`config.mk`:
```
export PLATFORM = sky130hd
export DESIGN_NAME = ram_port_arbiter_flat
export DESIGN_NICKNAME = d
export VERILOG_FILES = /design/src/rtl/ram_port_arbiter_if.sv /design/src/rtl/ram_port_arbiter.sv /design/src/flat_wrapper.sv
export SDC_FILE = /design/constraint.sdc
export NUM_CORES = 1
export LEC_CHECK = 0
export ABC_AREA = 1
export ABC_CLOCK_PERIOD_IN_PS = 1250
export CAP_MARGIN = 0
export CORE_ASPECT_RATIO = 0.75
export CORE_UTILIZATION = 45
export DETAILED_ROUTE_END_ITERATION = 10
export DONT_BUFFER_PORTS = 1
export GPL_ROUTABILITY_DRIVEN = 0
export PLACE_DENSITY_LB_ADDON = 0.05
export RECOVER_POWER = 100
export SYNTH_ARGS = -nofsm -noshare
export SYNTH_HDL_FRONTEND = slang
export SYNTH_SLANG_ARGS = --single-unit
export TNS_END_PERCENT = 10
```
`constraint.sdc`:
```
create_clock -name fpga_clk -period 1.25 [get_ports fpga_clk]
set_input_delay 0.25 -clock fpga_clk [delete_from_list [all_inputs] [get_ports fpga_clk]]
set_output_delay 0.25 -clock fpga_clk [all_outputs]
set_load 0.03 [all_outputs]
```
`src/rtl/ram_port_arbiter_if.sv`:
```
// Bundle of the CPU, diagnostics and RAM-side signals around the RAM port arbiter.
// The slave modport is the arbiter's view; master is the surrounding system's view.
interface ram_port_arbiter_if #(
    parameter int ADDR_WIDTH = 16
);
    logic                  cpu_req;
    logic                  cpu_we;
    logic [ADDR_WIDTH-1:0] cpu_addr;
    logic [7:0]            cpu_wdata;
    logic [7:0]            cpu_rdata;
    logic                  cpu_ack;
    logic                  cpu_overrun;

    logic                  diag_req;
    logic                  diag_we;
    logic [ADDR_WIDTH-1:0] diag_addr;
    logic [7:0]            diag_wdata;
    logic [7:0]            diag_rdata;
    logic                  diag_ack;

    logic [ADDR_WIDTH-1:0] ram_addr;
    logic [7:0]            ram_wdata;
    logic [7:0]            ram_rdata;
    logic                  ram_we;
    logic                  ram_cs;

    modport slave (
        input  cpu_req, cpu_we, cpu_addr, cpu_wdata,
        input  diag_req, diag_we, diag_addr, diag_wdata,
        input  ram_rdata,
        output cpu_rdata, cpu_ack, cpu_overrun,
        output diag_rdata, diag_ack,
        output ram_addr, ram_wdata, ram_we, ram_cs
    );

    modport master (
        output cpu_req, cpu_we, cpu_addr, cpu_wdata,
        output diag_req, diag_we, diag_addr, diag_wdata,
        output ram_rdata,
        input  cpu_rdata, cpu_ack, cpu_overrun,
        input  diag_rdata, diag_ack,
        input  ram_addr, ram_wdata, ram_we, ram_cs
    );
endinterface

```
`src/rtl/ram_port_arbiter.sv`:
```
// Arbitrates the single-port emulation RAM between the CPU bus (priority) and the
// diagnostics engine, with an anti-starvation limit; all RAM-side outputs are registered.
module ram_port_arbiter #(
    parameter int ADDR_WIDTH = 16,
    parameter int CPU_CYCLES = 2,
    parameter int STARVE_MAX = 4
) (
    input  logic              fpga_clk,
    input  logic              fpga_reset,
    ram_port_arbiter_if.slave bus
);

    typedef enum logic [2:0] {
        IDLE,
        CPU_ACC,
        DIAG_SETUP,
        DIAG_STROBE,
        DIAG_DONE
    } state_t;

    state_t                r_state;
    logic [2:0]            r_cnt;
    logic [3:0]            r_starve;
    logic                  r_diag_req;
    logic                  r_cpu_pending;
    logic                  r_cpu_we;
    logic [ADDR_WIDTH-1:0] r_cpu_addr;
    logic [7:0]            r_cpu_wdata;
    logic                  r_act_we;
    logic [ADDR_WIDTH-1:0] r_ram_addr;
    logic [7:0]            r_ram_wdata;
    logic                  r_ram_we;
    logic                  r_ram_cs;
    logic                  r_cpu_ack;
    logic                  r_diag_ack;
    logic [7:0]            r_cpu_rdata;
    logic [7:0]            r_diag_rdata;
    logic                  r_cpu_overrun;

    state_t                w_state_next;
    logic [2:0]            w_cnt;
    logic [3:0]            w_starve;
    logic                  w_grant_cpu;
    logic                  w_grant_diag;
    logic                  w_ram_cs;
    logic                  w_ram_we;
    logic                  w_cpu_ack;
    logic                  w_diag_ack;
    logic                  w_cpu_cap;
    logic                  w_diag_cap;

    // Outputs are registered, so the combinational block computes the values
    // the RAM lines must carry during the *next* state.
    always_comb begin
        w_state_next = r_state;
        w_cnt        = r_cnt;
        w_starve     = r_starve;
        w_grant_cpu  = 1'b0;
        w_grant_diag = 1'b0;
        w_ram_cs     = 1'b0;
        w_ram_we     = 1'b0;
        w_cpu_ack    = 1'b0;
        w_diag_ack   = 1'b0;
        w_cpu_cap    = 1'b0;
        w_diag_cap   = 1'b0;
        case (r_state)
            IDLE: begin
                if (r_diag_req && (r_starve == 4'(STARVE_MAX))) begin
                    w_grant_diag = 1'b1;
                end else if (r_cpu_pending) begin
                    w_grant_cpu = 1'b1;
                    if (r_diag_req && (r_starve < 4'(STARVE_MAX))) begin
                        w_starve = r_starve + 4'd1;
                    end
                end else if (r_diag_req) begin
                    w_grant_diag = 1'b1;
                end
                if (w_grant_cpu) begin
                    w_state_next = CPU_ACC;
                    w_cnt        = 3'd0;
                    w_ram_cs     = 1'b1;
                end else if (w_grant_diag) begin
                    w_state_next = DIAG_SETUP;
                    w_starve     = 4'd0;
                    w_ram_cs     = 1'b1;
                end
            end
            CPU_ACC: begin
                if (r_cnt == 3'(CPU_CYCLES - 1)) begin
                    w_state_next = IDLE;
                    w_cpu_ack    = 1'b1;
                    w_cpu_cap    = ~r_act_we;
                end else begin
                    w_cnt    = r_cnt + 3'd1;
                    w_ram_cs = 1'b1;
                    w_ram_we = r_act_we && (r_cnt == 3'(CPU_CYCLES - 2));
                end
            end
            DIAG_SETUP: begin
                w_state_next = DIAG_STROBE;
                w_ram_cs     = 1'b1;
                w_ram_we     = r_act_we;
            end
            DIAG_STROBE: begin
                w_state_next = DIAG_DONE;
                w_ram_cs     = 1'b1;
                w_diag_ack   = 1'b1;
                w_diag_cap   = 1'b1;
            end
            DIAG_DONE: begin
                w_state_next = IDLE;
            end
            default: begin
                w_state_next = IDLE;
            end
        endcase
    end

    always_ff @(posedge fpga_clk) begin
        if (!fpga_reset) begin
            r_state       <= IDLE;
            r_cnt         <= 3'd0;
            r_starve      <= 4'd0;
            r_diag_req    <= 1'b0;
            r_cpu_pending <= 1'b0;
            r_cpu_we      <= 1'b0;
            r_cpu_addr    <= '0;
            r_cpu_wdata   <= 8'd0;
            r_act_we      <= 1'b0;
            r_ram_addr    <= '0;
            r_ram_wdata   <= 8'd0;
            r_ram_we      <= 1'b0;
            r_ram_cs      <= 1'b0;
            r_cpu_ack     <= 1'b0;
            r_diag_ack    <= 1'b0;
            r_cpu_rdata   <= 8'd0;
            r_diag_rdata  <= 8'd0;
            r_cpu_overrun <= 1'b0;
        end else begin
            r_state    <= w_state_next;
            r_cnt      <= w_cnt;
            r_starve   <= w_starve;
            r_ram_cs   <= w_ram_cs;
            r_ram_we   <= w_ram_we;
            r_cpu_ack  <= w_cpu_ack;
            r_diag_ack <= w_diag_ack;
            // A level still high while DIAG_DONE is acknowledged belongs to the
            // finished access; only a level seen in the following IDLE is new.
            r_diag_req <= (r_state == DIAG_DONE) ? 1'b0 : bus.diag_req;

            if (w_grant_cpu) begin
                r_ram_addr  <= r_cpu_addr;
                r_ram_wdata <= r_cpu_wdata;
                r_act_we    <= r_cpu_we;
            end else if (w_grant_diag) begin
                r_ram_addr  <= bus.diag_addr;
                r_ram_wdata <= bus.diag_wdata;
                r_act_we    <= bus.diag_we;
            end

            if (bus.cpu_req) begin
                if (r_cpu_pending && !w_grant_cpu) begin
                    r_cpu_overrun <= 1'b1;
                end else begin
                    r_cpu_pending <= 1'b1;
                    r_cpu_we      <= bus.cpu_we;
                    r_cpu_addr    <= bus.cpu_addr;
                    r_cpu_wdata   <= bus.cpu_wdata;
                end
            end else if (w_grant_cpu) begin
                r_cpu_pending <= 1'b0;
            end

            if (w_cpu_cap) begin
                r_cpu_rdata <= bus.ram_rdata;
            end
            if (w_diag_cap) begin
                r_diag_rdata <= bus.ram_rdata;
            end
        end
    end

    assign bus.ram_addr    = r_ram_addr;
    assign bus.ram_wdata   = r_ram_wdata;
    assign bus.ram_we      = r_ram_we;
    assign bus.ram_cs      = r_ram_cs;
    assign bus.cpu_ack     = r_cpu_ack;
    assign bus.diag_ack    = r_diag_ack;
    assign bus.cpu_rdata   = r_cpu_rdata;
    assign bus.diag_rdata  = r_diag_rdata;
    assign bus.cpu_overrun = r_cpu_overrun;

endmodule
```
`src/flat_wrapper.sv`:
```
// flat-port wrapper written by rule: the top's interface ports become plain ports
module ram_port_arbiter_flat 
#(
    parameter int ADDR_WIDTH = 16,
    parameter int CPU_CYCLES = 2,
    parameter int STARVE_MAX = 4
)
  (fpga_clk, fpga_reset, bus_cpu_req, bus_cpu_we, bus_cpu_addr, bus_cpu_wdata, bus_diag_req, bus_diag_we, bus_diag_addr, bus_diag_wdata, bus_ram_rdata, bus_cpu_rdata, bus_cpu_ack, bus_cpu_overrun, bus_diag_rdata, bus_diag_ack, bus_ram_addr, bus_ram_wdata, bus_ram_we, bus_ram_cs);
  ram_port_arbiter_if #(.ADDR_WIDTH(ADDR_WIDTH)) bus_i ();
  input  logic fpga_clk;
  input  logic fpga_reset;
  input wire logic [$bits(bus_i.cpu_req)-1:0] bus_cpu_req;
  input wire logic [$bits(bus_i.cpu_we)-1:0] bus_cpu_we;
  input wire logic [$bits(bus_i.cpu_addr)-1:0] bus_cpu_addr;
  input wire logic [$bits(bus_i.cpu_wdata)-1:0] bus_cpu_wdata;
  input wire logic [$bits(bus_i.diag_req)-1:0] bus_diag_req;
  input wire logic [$bits(bus_i.diag_we)-1:0] bus_diag_we;
  input wire logic [$bits(bus_i.diag_addr)-1:0] bus_diag_addr;
  input wire logic [$bits(bus_i.diag_wdata)-1:0] bus_diag_wdata;
  input wire logic [$bits(bus_i.ram_rdata)-1:0] bus_ram_rdata;
  output wire logic [$bits(bus_i.cpu_rdata)-1:0] bus_cpu_rdata;
  output wire logic [$bits(bus_i.cpu_ack)-1:0] bus_cpu_ack;
  output wire logic [$bits(bus_i.cpu_overrun)-1:0] bus_cpu_overrun;
  output wire logic [$bits(bus_i.diag_rdata)-1:0] bus_diag_rdata;
  output wire logic [$bits(bus_i.diag_ack)-1:0] bus_diag_ack;
  output wire logic [$bits(bus_i.ram_addr)-1:0] bus_ram_addr;
  output wire logic [$bits(bus_i.ram_wdata)-1:0] bus_ram_wdata;
  output wire logic [$bits(bus_i.ram_we)-1:0] bus_ram_we;
  output wire logic [$bits(bus_i.ram_cs)-1:0] bus_ram_cs;
  assign bus_i.cpu_req = bus_cpu_req;
  assign bus_i.cpu_we = bus_cpu_we;
  assign bus_i.cpu_addr = bus_cpu_addr;
  assign bus_i.cpu_wdata = bus_cpu_wdata;
  assign bus_i.diag_req = bus_diag_req;
  assign bus_i.diag_we = bus_diag_we;
  assign bus_i.diag_addr = bus_diag_addr;
  assign bus_i.diag_wdata = bus_diag_wdata;
  assign bus_i.ram_rdata = bus_ram_rdata;
  assign bus_cpu_rdata = bus_i.cpu_rdata;
  assign bus_cpu_ack = bus_i.cpu_ack;
  assign bus_cpu_overrun = bus_i.cpu_overrun;
  assign bus_diag_rdata = bus_i.diag_rdata;
  assign bus_diag_ack = bus_i.diag_ack;
  assign bus_ram_addr = bus_i.ram_addr;
  assign bus_ram_wdata = bus_i.ram_wdata;
  assign bus_ram_we = bus_i.ram_we;
  assign bus_ram_cs = bus_i.ram_cs;
  ram_port_arbiter #(.ADDR_WIDTH(ADDR_WIDTH), .CPU_CYCLES(CPU_CYCLES), .STARVE_MAX(STARVE_MAX)) u_core (.fpga_clk(fpga_clk), .fpga_reset(fpga_reset), .bus(bus_i));
endmodule
```
==> After elaboration in Yosys (flattened, before gate mapping) <==
Cells that the tools add are included.
{ "classes": {"addsub": 2, "magnitude_cmp": 1, "n_eq_ne": 11, "mux": 40, "bitwise": 3, "reduce_logical": 18} }
{ "ops": {"columns": ["operator", "count"], "rows": [
  ["$mux 16", 2],
  ["$mux 1", 22],
  ["$mux 4", 5],
  ["$mux 8", 2],
  ["$mux 3", 5],
  ["$pmux 3 s4", 1],
  ["$reduce_and 2->1", 5],
  ["$eq 3x1->1 const B", 2],
  ["$eq 3x2->1 const B", 2],
  ["$logic_not 3->1", 2],
  ["$ne 2x2->1 const B", 3],
  ["$pmux 3 s2", 1],
  ["$reduce_bool 2->1", 3],
  ["$add 4x1->4 const B", 1],
  ["$eq 4x3->1 const B", 1],
  ["$logic_and 1x1->1", 4],
  ["$lt 4x3->1 const B", 1],
  ["$reduce_or 2->1", 2],
  ["$add 3x1->3 const B", 1],
  ["$eq 3x3->1 const B", 1],
  ["$ne 3x3->1 const B", 1],
  ["$not 1->1", 3],
  ["$pmux 1 s3", 1],
  ["$reduce_and 3->1", 1],
  ["3 further kinds", 3]
]} }
{ "totals": {"ff_bits": 83, "input_bits": 62, "out_inout_bits": 45} }

==> Logic depth before layout (Yosys ltp) <==
Gate-level depths: netlist of the first run.
{ "depth": {"depth_word": 9, "ltp_mapped": 11} }

==> Worst setup path after synthesis of the first run <==
Ideal clock, no wire load.
{ "synth_timing": {"kind": "register to register", "start": "reg u_core.r_starve[0]", "end": "reg u_core.r_act_we", "t_arrival_ns": 1.227, "required_ns": 1.137, "setup_slack_ns": -0.091, "path_stages_with_launch": 12, "n_path_buf": 1, "path_cell_list": "dfxtp_1 > inv_1 > ha_1 > nand2_1 > inv_1 > nand2_1 > nand2_1 > inv_1 > buf_2 > nand3_1 > nand3_1 > nand2_1"} }
{ "synth_between": {"elab_chain_len": 6, "word_cells_on_any_way": 10, "cone_classes": "eq/ne (1); mux (7); reduce/logical (2)"} }
{ "synth_rtl": {"columns": ["element", "line", "rtl"], "rows": [
  ["start, declared", "ram_port_arbiter.sv:23", "logic [3:0] r_starve;"],
  ["start signal, assigned", "ram_port_arbiter.sv:142", "r_starve <= w_starve;"],
  ["$eq 4x3->1 *", "ram_port_arbiter.sv:68", "if (r_diag_req && (r_starve == 4'(STARVE_MAX))) begin"],
  ["$logic_and 1x1->1 *", "ram_port_arbiter.sv:68", null],
  ["$mux 1", "ram_port_arbiter.sv:68", null],
  ["$mux 1 (2 in a row)", "ram_port_arbiter.sv:66", "case (r_state)"],
  ["$mux 1 or $reduce_bool 2->1 (tied branches)", null, null],
  ["end signal, assigned", "ram_port_arbiter.sv:154", "r_act_we <= r_cpu_we;"],
  ["end signal, assigned", "ram_port_arbiter.sv:158", "r_act_we <= bus.diag_we;"],
  ["end, declared", "ram_port_arbiter.sv:29", "logic r_act_we;"]
]} }
Mark *: on every way between the ends. The rest lies on a longest branch, timed or not. The select of a mux whose other input is x is not followed.
A chain may end at the register's enable or synchronous reset.

==> Worst setup path after layout of the first run <==
{ "layout_timing": {"start": "reg u_core.r_starve[0]", "end": "reg u_core.r_cpu_addr[8]"} }
{ "layout_between": {"elab_chain_len": 9} }
{ "layout_rtl": {"columns": ["element", "line", "rtl"], "rows": [
  ["$eq 4x3->1", "ram_port_arbiter.sv:68", null],
  ["$logic_and 1x1->1", "ram_port_arbiter.sv:68", null],
  ["$mux 1", "ram_port_arbiter.sv:68", null],
  ["$mux 1 (2 in a row)", "ram_port_arbiter.sv:66", null],
  ["$logic_not 1->1", "ram_port_arbiter.sv:162", "if (r_cpu_pending && !w_grant_cpu) begin"],
  ["$logic_and 1x1->1", "ram_port_arbiter.sv:162", null],
  ["$not 1->1 (no source line)", null, null],
  ["$reduce_and 2->1 (no source line)", null, null],
  ["end signal, assigned", "ram_port_arbiter.sv:167", "r_cpu_addr <= bus.cpu_addr;"],
  ["end, declared", "ram_port_arbiter.sv:27", "logic [ADDR_WIDTH-1:0] r_cpu_addr;"]
]} }
No other way between the ends. The select of a mux whose other input is x is not followed.

==> results of run 1 <==
==> cell families after synthesis <==
logic type / Yosys count / share of synthesized area
fa+ha+maj: 5 / 0.0168
buf+inv: 124 / 0.133
compound gates: 95 / 0.131
simple gates: 245 / 0.268
flops: 83 / 0.447
xor+xnor: 2 / 0.00471
==> routing by layer <==
metal,share of wire,GRT usage,vias to the layer above
li1,-,-,1748
met1,0.50,0.300,1520
met2,0.45,0.352,75
met3,0.047,0.0674,8
met4,0.0076,0.0507,0
met5,0,0,-
==> timing repair <==
action                                  in CTS  in global routing
gates resized for setup                     65                 24
cloned                                       3                  1
pin swaps                                   10                 11
buffers inserted                             6                  2
endpoints found under the hold margin       20                 18
endpoints found under the setup margin      71                 75
==> final cells by class <==
cell class                      count  area [µm²]  area share
Multi-Input combinational cell    347        1800       0.388
Sequential cell                    83        1670       0.359
Timing Repair Buffer               44         478       0.103
Inverter                           95         359      0.0774
Tap cell                          105         131      0.0283
Clock buffer                        9         124      0.0267
Clock inverter                      7        81.3      0.0175
==> worst max-delay path, stage by stage (launching register included) <==
cell and delay (ns):
dfxtp_2 0.35, inv_2 0.05, ha_4 0.16, nand2_4 0.07, nor2_4 0.04, o21ai_4 0.17, buf_6 0.17, clkbuf_16 0.15
nand3_1 0.07, nand2_1 0.07, nor2_1 0.04
==> power by group through the flow <==
stage,clock network (W),logic [W],registers (W)
2_1_floorplan,0,0.00143,0.00392
3_3_place_gp,0,0.00205,0.00392
3_5_place_dp,0,0.00210,0.00393
4_1_cts,0.00199,0.00247,0.00390
5_1_grt,0.00211,0.00288,0.00395
6_report,0.00193,0.00256,0.00389
==> worst max path at each step <==
| stage | cells past startpoint | start | end |
|---|---|---|---|
| 2_1_floorplan | 11 | u_core.r_starve[0] | u_core.bus.ram_addr[0] |
| 3_3_place_gp | 11 | u_core.r_starve[0] | u_core.bus.ram_addr[1] |
| 3_5_place_dp | 9 | u_core.r_starve[0] | u_core.r_starve[1] |
| 4_1_cts | 10 | u_core.r_starve[0] | u_core.r_cpu_addr[14] |
| 5_1_grt | 9 | u_core.r_starve[0] | u_core.r_cpu_addr[8] |
| 6_report | 10 | u_core.r_starve[0] | u_core.r_cpu_addr[8] |
==> sequential cells by signal, summed over array words and instances (netlist names) <==
register and count:
u_core.bus.cpu_ack 1, u_core.bus.cpu_overrun 1, u_core.bus.cpu_rdata 8, u_core.bus.diag_ack 1
u_core.bus.diag_rdata 8, u_core.bus.ram_addr 16, u_core.bus.ram_cs 1, u_core.bus.ram_wdata 8
u_core.bus.ram_we 1, u_core.r_act_we 1, u_core.r_cnt 3, u_core.r_cpu_addr 16
u_core.r_cpu_pending 1, u_core.r_cpu_wdata 8, u_core.r_cpu_we 1, u_core.r_diag_req 1
u_core.r_starve 4, u_core.r_state 3
==> layout by cell type (no fill, tap or decap), types with 2 or more instances in the layout <==
master	n
dfxtp_2	4
clkbuf_8	9
nor2_4	3
o21ai_0	30
ha_4	2
o21ai_1	3
inv_2	7
inv_8	2
nor2_1	70
o21ai_2	4
nor2_2	2
a21oi_2	26
inv_1	87
clkinv_4	3
nand3_1	26
nand2_2	8
a21oi_1	29
buf_4	22
buf_16	3
nor3_2	2
nand3_2	7
ha_1	3
buf_12	3
clkbuf_2	3
clkinv_8	2
dfxtp_1	79
nand2_1	122
buf_6	9
nand2_4	2
==> per-stage QoR <==
stage / setup TNS [ns] / instances / utilization / hold slack, ns
after floorplan: -0.738 / 554 / - / 0.381
after global routing: -10.61 / 690 / 0.583 / -0.0349
after CTS: -4.05 / 687 / 0.570 / -0.0221
after detailed placement: -7.21 / 663 / 0.505 / 0.362
after global placement: -5.67 / 663 / 0.505 / 0.360
final: -5.33 / 690 / 0.583 / -0.00353
==> results.md, run 1 <==
- Internal Power: 0.00500 W
- CTS sink count: 83
- Width of the chip: between 100 and 150 µm
- Share of flip-flops with an asynchronous set or reset: 0
- CTS Buf Count: 9
- Startpoint Class: flop
- Grt ovf: 0
- Synthesized area per cell: approximately 6.7 µm²
- Flops & latches, synth: 83
- Die height: a little over 80 µm
- Slew headroom: 0.736
- Placeable Area: approximately 8000 µm²
- Critical Path RT: roughly 1.5 ns
- Maximum fanout along the worst path: 6
- Worst hold-check path type: in2reg
- Synth Flop Type: dfxtp_1
- Final setup viols: 60
- Worst slew pin tran: between 0.3 and 0.4 ns
- DP Worst Slack: -0.166 ns
- Critical Path Sink Type: flop
- Clk_skew: ~0.015 ns
- CP Class: reg2reg
- Switching share of power: 0.403
- Initial core utilization: 0.468
- Failing checks: negative hold slack, negative setup slack
- Hold slack: -0.00353 ns
- Worst Hold Path Cells: 2
- Final Cycle Share: 1.14
- Die area: 8630 µm²
- Leak: 2.25 nW
- FP Rows: 28
- Pwr dens: between 1500 and 2000 nW/µm²
- Worst-skew pair later-pin latency: approximately 0.36 ns
- Via Count: approximately 3,400
- Sequential share of the synthesized area: 0.447
- N_diodes: 0
- DR WL/cell: between 10 and 15 µm
- First-pass GRT wire length: approximately 15,000 µm
- All-Layer GR Usage: 0.223
- Reg2reg start: u_core.r_starve[0]
- Flop-to-flop setup slack: -0.17 ns
- Ys Warns: 0
- Clock share of power: 0.230
- I/O pins: 107
- H-tree depth: 3
- Drt first-iter violations: 196
- Via/cell ratio: 4.86
- Routed WL: 9210 µm
- NetSw: roughly 0.0034 W
- Worst VDD drop: 0.000824 V
- Number of global-route vias before repair: between 3,000 and 4,000
- Area share of the largest cell type after synthesis: 0.447
- Largest cells by area after synthesis: dfxtp_1 45%, nand2_1 13%, inv_1 9.5%
- Synthesized area: 3720 µm²
- Number of flops mapped to enable cells by yosys: 0
- Synthesized instance count: between 500 and 600
- Seq pwr share: 0.464
- Worst R2R End: u_core.r_cpu_addr[8]
- Crit path arrival time: about 1.7 ns
- Max-cap violations: 0
- P&R area growth vs syn: 24.8%
- CTS tree: done
- Mapped Nets: 621
- Worst reg-to-reg path cell count: 10
- Cell area after layout: about 4600 µm²
- Gate power share: 0.306
- Hold path start: fpga_reset
- WHS Endpoint: u_core.bus.ram_cs
- Final worst slack: -0.173 ns
- Status: finished with violations
- Crit path time final: approximately 1.4 ns
- DP HPWL: 6010 µm
- CTS Root Cell: clkbuf_8
- Overall Power: roughly 0.0084 W
- Routed Antenna Nets: 0
- Share of layout cells above drive strength 1: 0.219
- F_max: about 700 MHz
- 1st-pass router iterations: 4
- Synth cell types: 23
- Clock tree buffer depth: 2
- NumNets Final: approximately 650
- Worst-path clk slew: roughly 0.10 ns
- Fin. max-slew vios: 0
- Filler Cells Inserted: 764
- Remaining DRCs: 0
- Cell taking the most area after synthesis: dfxtp_1
- RSZ-0062 raised after global routing: yes
- Top cells by count, synth: 131 x nand2_1, 94 x inv_1, 83 x dfxtp_1
- Final hold vios: 1
- Initial antenna violation count: 0
- Post-Place Cell Area: about 4000 µm²
- Largest net degree at the start of global routing: 70
- Count leader, synth: nand2_1
- Port Buffer Count: 0
Note: power is estimated with default switching activity, not from simulation.
==> run 2: changes to the inputs <==
PLACE_DENSITY = 0.64   (was default)
PLACE_DENSITY_LB_ADDON = default   (was 0.05)
==> run 2 against run 1 <==
The flow finishes with violations (negative setup slack); non-clock buffer count is 7 lower; die area stayed put; global-route usage is 2.4 points lower; sequential power hardly changed; cell count is 1.0% lower; setup slack worse by 0.013 ns; critical path type unchanged.
==> results.md, run 2 (same netlist as run 1, synthesis figures left out) <==
- Largest net degree at the start of global routing: 70
- RSZ-0062 raised after global routing: yes
- Worst slew pin tran: 0.343 ns
- Fin util: 0.564
- Final worst slack: -0.186 ns
- Worst-skew pair later-pin latency: 0.35 ns
- Switching share of power: 0.365
- Number of global-route vias before repair: roughly 3,000
- Crit path time final: 1.44 ns
- DP HPWL: about 5700 µm
- H-tree depth: 3
- Commonest non-fill, non-tap cell in the layout: nand2_1
- Worst hold-check path type: in2reg
- 1st-pass router iterations: 4
- Via Count: 3,297
- Clock share of power: 0.242
- CTS Buf Count: 9
- DR WL/cell: ~13 µm
- Overall Power: between 0.008 and 0.009 W
- Worst-path clk slew: 0.08 ns
- Placeable Area: between 7000 and 8000 µm²
- Initial core utilization: 0.468
- Final setup viols: between 50 and 60
- NumNets Final: between 600 and 700
- Worst reg-to-reg path cell count: 10
- Critical Path RT: around 1.5 ns
- Max stage delay on crit path: between 0.3 and 0.4 ns
- Drt first-iter violations: 125
- Status: finished with violations
- Internal Power: ~0.0052 W
- Critical path, cell by cell: inv_2 > ha_4 > nand2_4 > nor2_4 > o21ai_4 > buf_12 > buf_12 > nand3_2 > nand2_2 > nor2_1
- Worst R2R End: u_core.r_cpu_addr[1]
- CP Class: reg2reg
- All-Layer GR Usage: 0.199
- Max-cap violations: 0
- Critical Path Sink Type: flop
- Port Buffer Count: 0
- Startpoint Class: flop
- Seq pwr share: 0.469
- Remaining DRCs: 0
- Flop-to-flop setup slack: -0.19 ns
- CTS tree: done
- Routed Antenna Nets: 0
- N_diodes: 0
- Hold path start: fpga_reset
- CP most frequent cell: buf_12
- P&R area growth vs syn: 20.7%
- Width of the chip: around 110 µm
- CTS Root Cell: clkbuf_8
- First-pass GRT wire length: roughly 13,000 µm
- CP max-delay cell: dfxtp_2
- WHS Endpoint: u_core.r_state[0]
- Die area: roughly 8600 µm²
- Most frequent cells in the layout: 123 x nand2_1, 89 x inv_1, 81 x dfxtp_1
- Reg2reg start: u_core.r_starve[0]
- Leak: 2.22 nW
- Clock tree buffer depth: 2
- Grt ovf: 0
- CTS sink count: just over 80
- F_max: 696 MHz
- Pwr dens: 1840 nW/µm²
- Share of layout cells above drive strength 1: 0.140
- FP Rows: 28
- Crit path arrival time: approximately 1.7 ns
- Routed WL: between 8000 and 9000 µm
- I/O pins: 107
- Final Cycle Share: 1.15
- Clk_skew: approximately 0.007 ns
- Maximum fanout along the worst path: 8
- Slew headroom: 0.771
- Fin. max-slew vios: 0
- Filler Cells Inserted: 802
- Gate power share: 0.289
- Failing checks: negative setup slack
- Worst Hold Path Cells: 2
- Via/cell ratio: ~4.8
- Die height: approximately 81 µm
- Final hold vios: 0
- Worst VDD drop: between 0.001 and 0.0015 V
- NetSw: about 0.0030 W
- Initial antenna violation count: 0
run 2: changes by cell type in the layout (fill, tap and decap cells not counted), sizes merged:
cell and delta:
buf -8, clkbuf +7, clkinv -5, inv -2, bufinv +1
run 2: per-layer routing:
metal,vias up,routed length (µm),GRT usage
met4,0,38,0.0644
li1,1729,-,-
met2,64,3970,0.321
met1,1500,4160,0.251
met3,4,434,0.0682
met5,-,0,0
run 2: cell type report:
cell class / instances / area, µm² / area share
multi-input combinational: 347 / 1670 / 0.371
sequential: 83 / 1660 / 0.371
inverter: 95 / 362 / 0.0806
clock inverter: 1 / 30.0 / 0.00669
timing repair buffer: 37 / 459 / 0.102
clock buffer: 15 / 176 / 0.0393
tap: 105 / 131 / 0.0293
run 2: timing repair:
item                       in CTS  in global routing
setup buffers                   3                  1
gates cloned                    2                  2
setup endpoints to repair      69                 77
gates resized for setup        21                 23
pin swaps                       4                  5
hold endpoints to repair       16                  2
run 2: critical path: cells and delay by family, from the launching register on:
family | cells | cell delay (ns)
adder cells (fa/ha/maj) | 1 | 0.16
AND/OR/NAND/NOR | 5 | 0.29
AO/OA/AOI/OAI | 1 | 0.21
buffers and inverters | 3 | 0.33
flip-flops | 1 | 0.34
run 2: power groups by stage:
stage | Sequential (W) | Combinational [W] | Clock [W]
CTS | 0.00388 | 0.00229 | 0.00206
detailed placement | 0.00394 | 0.00208 | 0
global placement | 0.00393 | 0.00204 | 0
global route | 0.00393 | 0.00268 | 0.00216
finish | 0.00387 | 0.00239 | 0.00200
floorplan | 0.00392 | 0.00143 | 0
run 2: worst max path at each step:
stage,startpoint,to
2_1_floorplan,u_core.r_starve[0],u_core.bus.ram_addr[0]
3_3_place_gp,u_core.r_starve[0],u_core.r_cpu_wdata[1]
3_5_place_dp,u_core.r_starve[0],u_core.r_starve[1]
4_1_cts,u_core.r_starve[0],u_core.r_cpu_addr[4]
5_1_grt,u_core.r_starve[0],u_core.r_cpu_addr[8]
6_report,u_core.r_starve[0],u_core.r_cpu_addr[1]
run 2: stage by stage:
stage          instances  worst slack (ns)  setup TNS, ns  area, µm²  hold WS, ns
2_1_floorplan        554           -0.0277         -0.738       3740        0.381
3_3_place_gp         658            -0.121          -4.90       4020        0.363
3_5_place_dp         658            -0.153          -7.01       4020        0.366
4_1_cts              679            -0.154          -5.03       4390      -0.0161
5_1_grt              683            -0.253         -11.76       4490    -0.000426
6_report             683            -0.186          -6.22       4490       0.0209
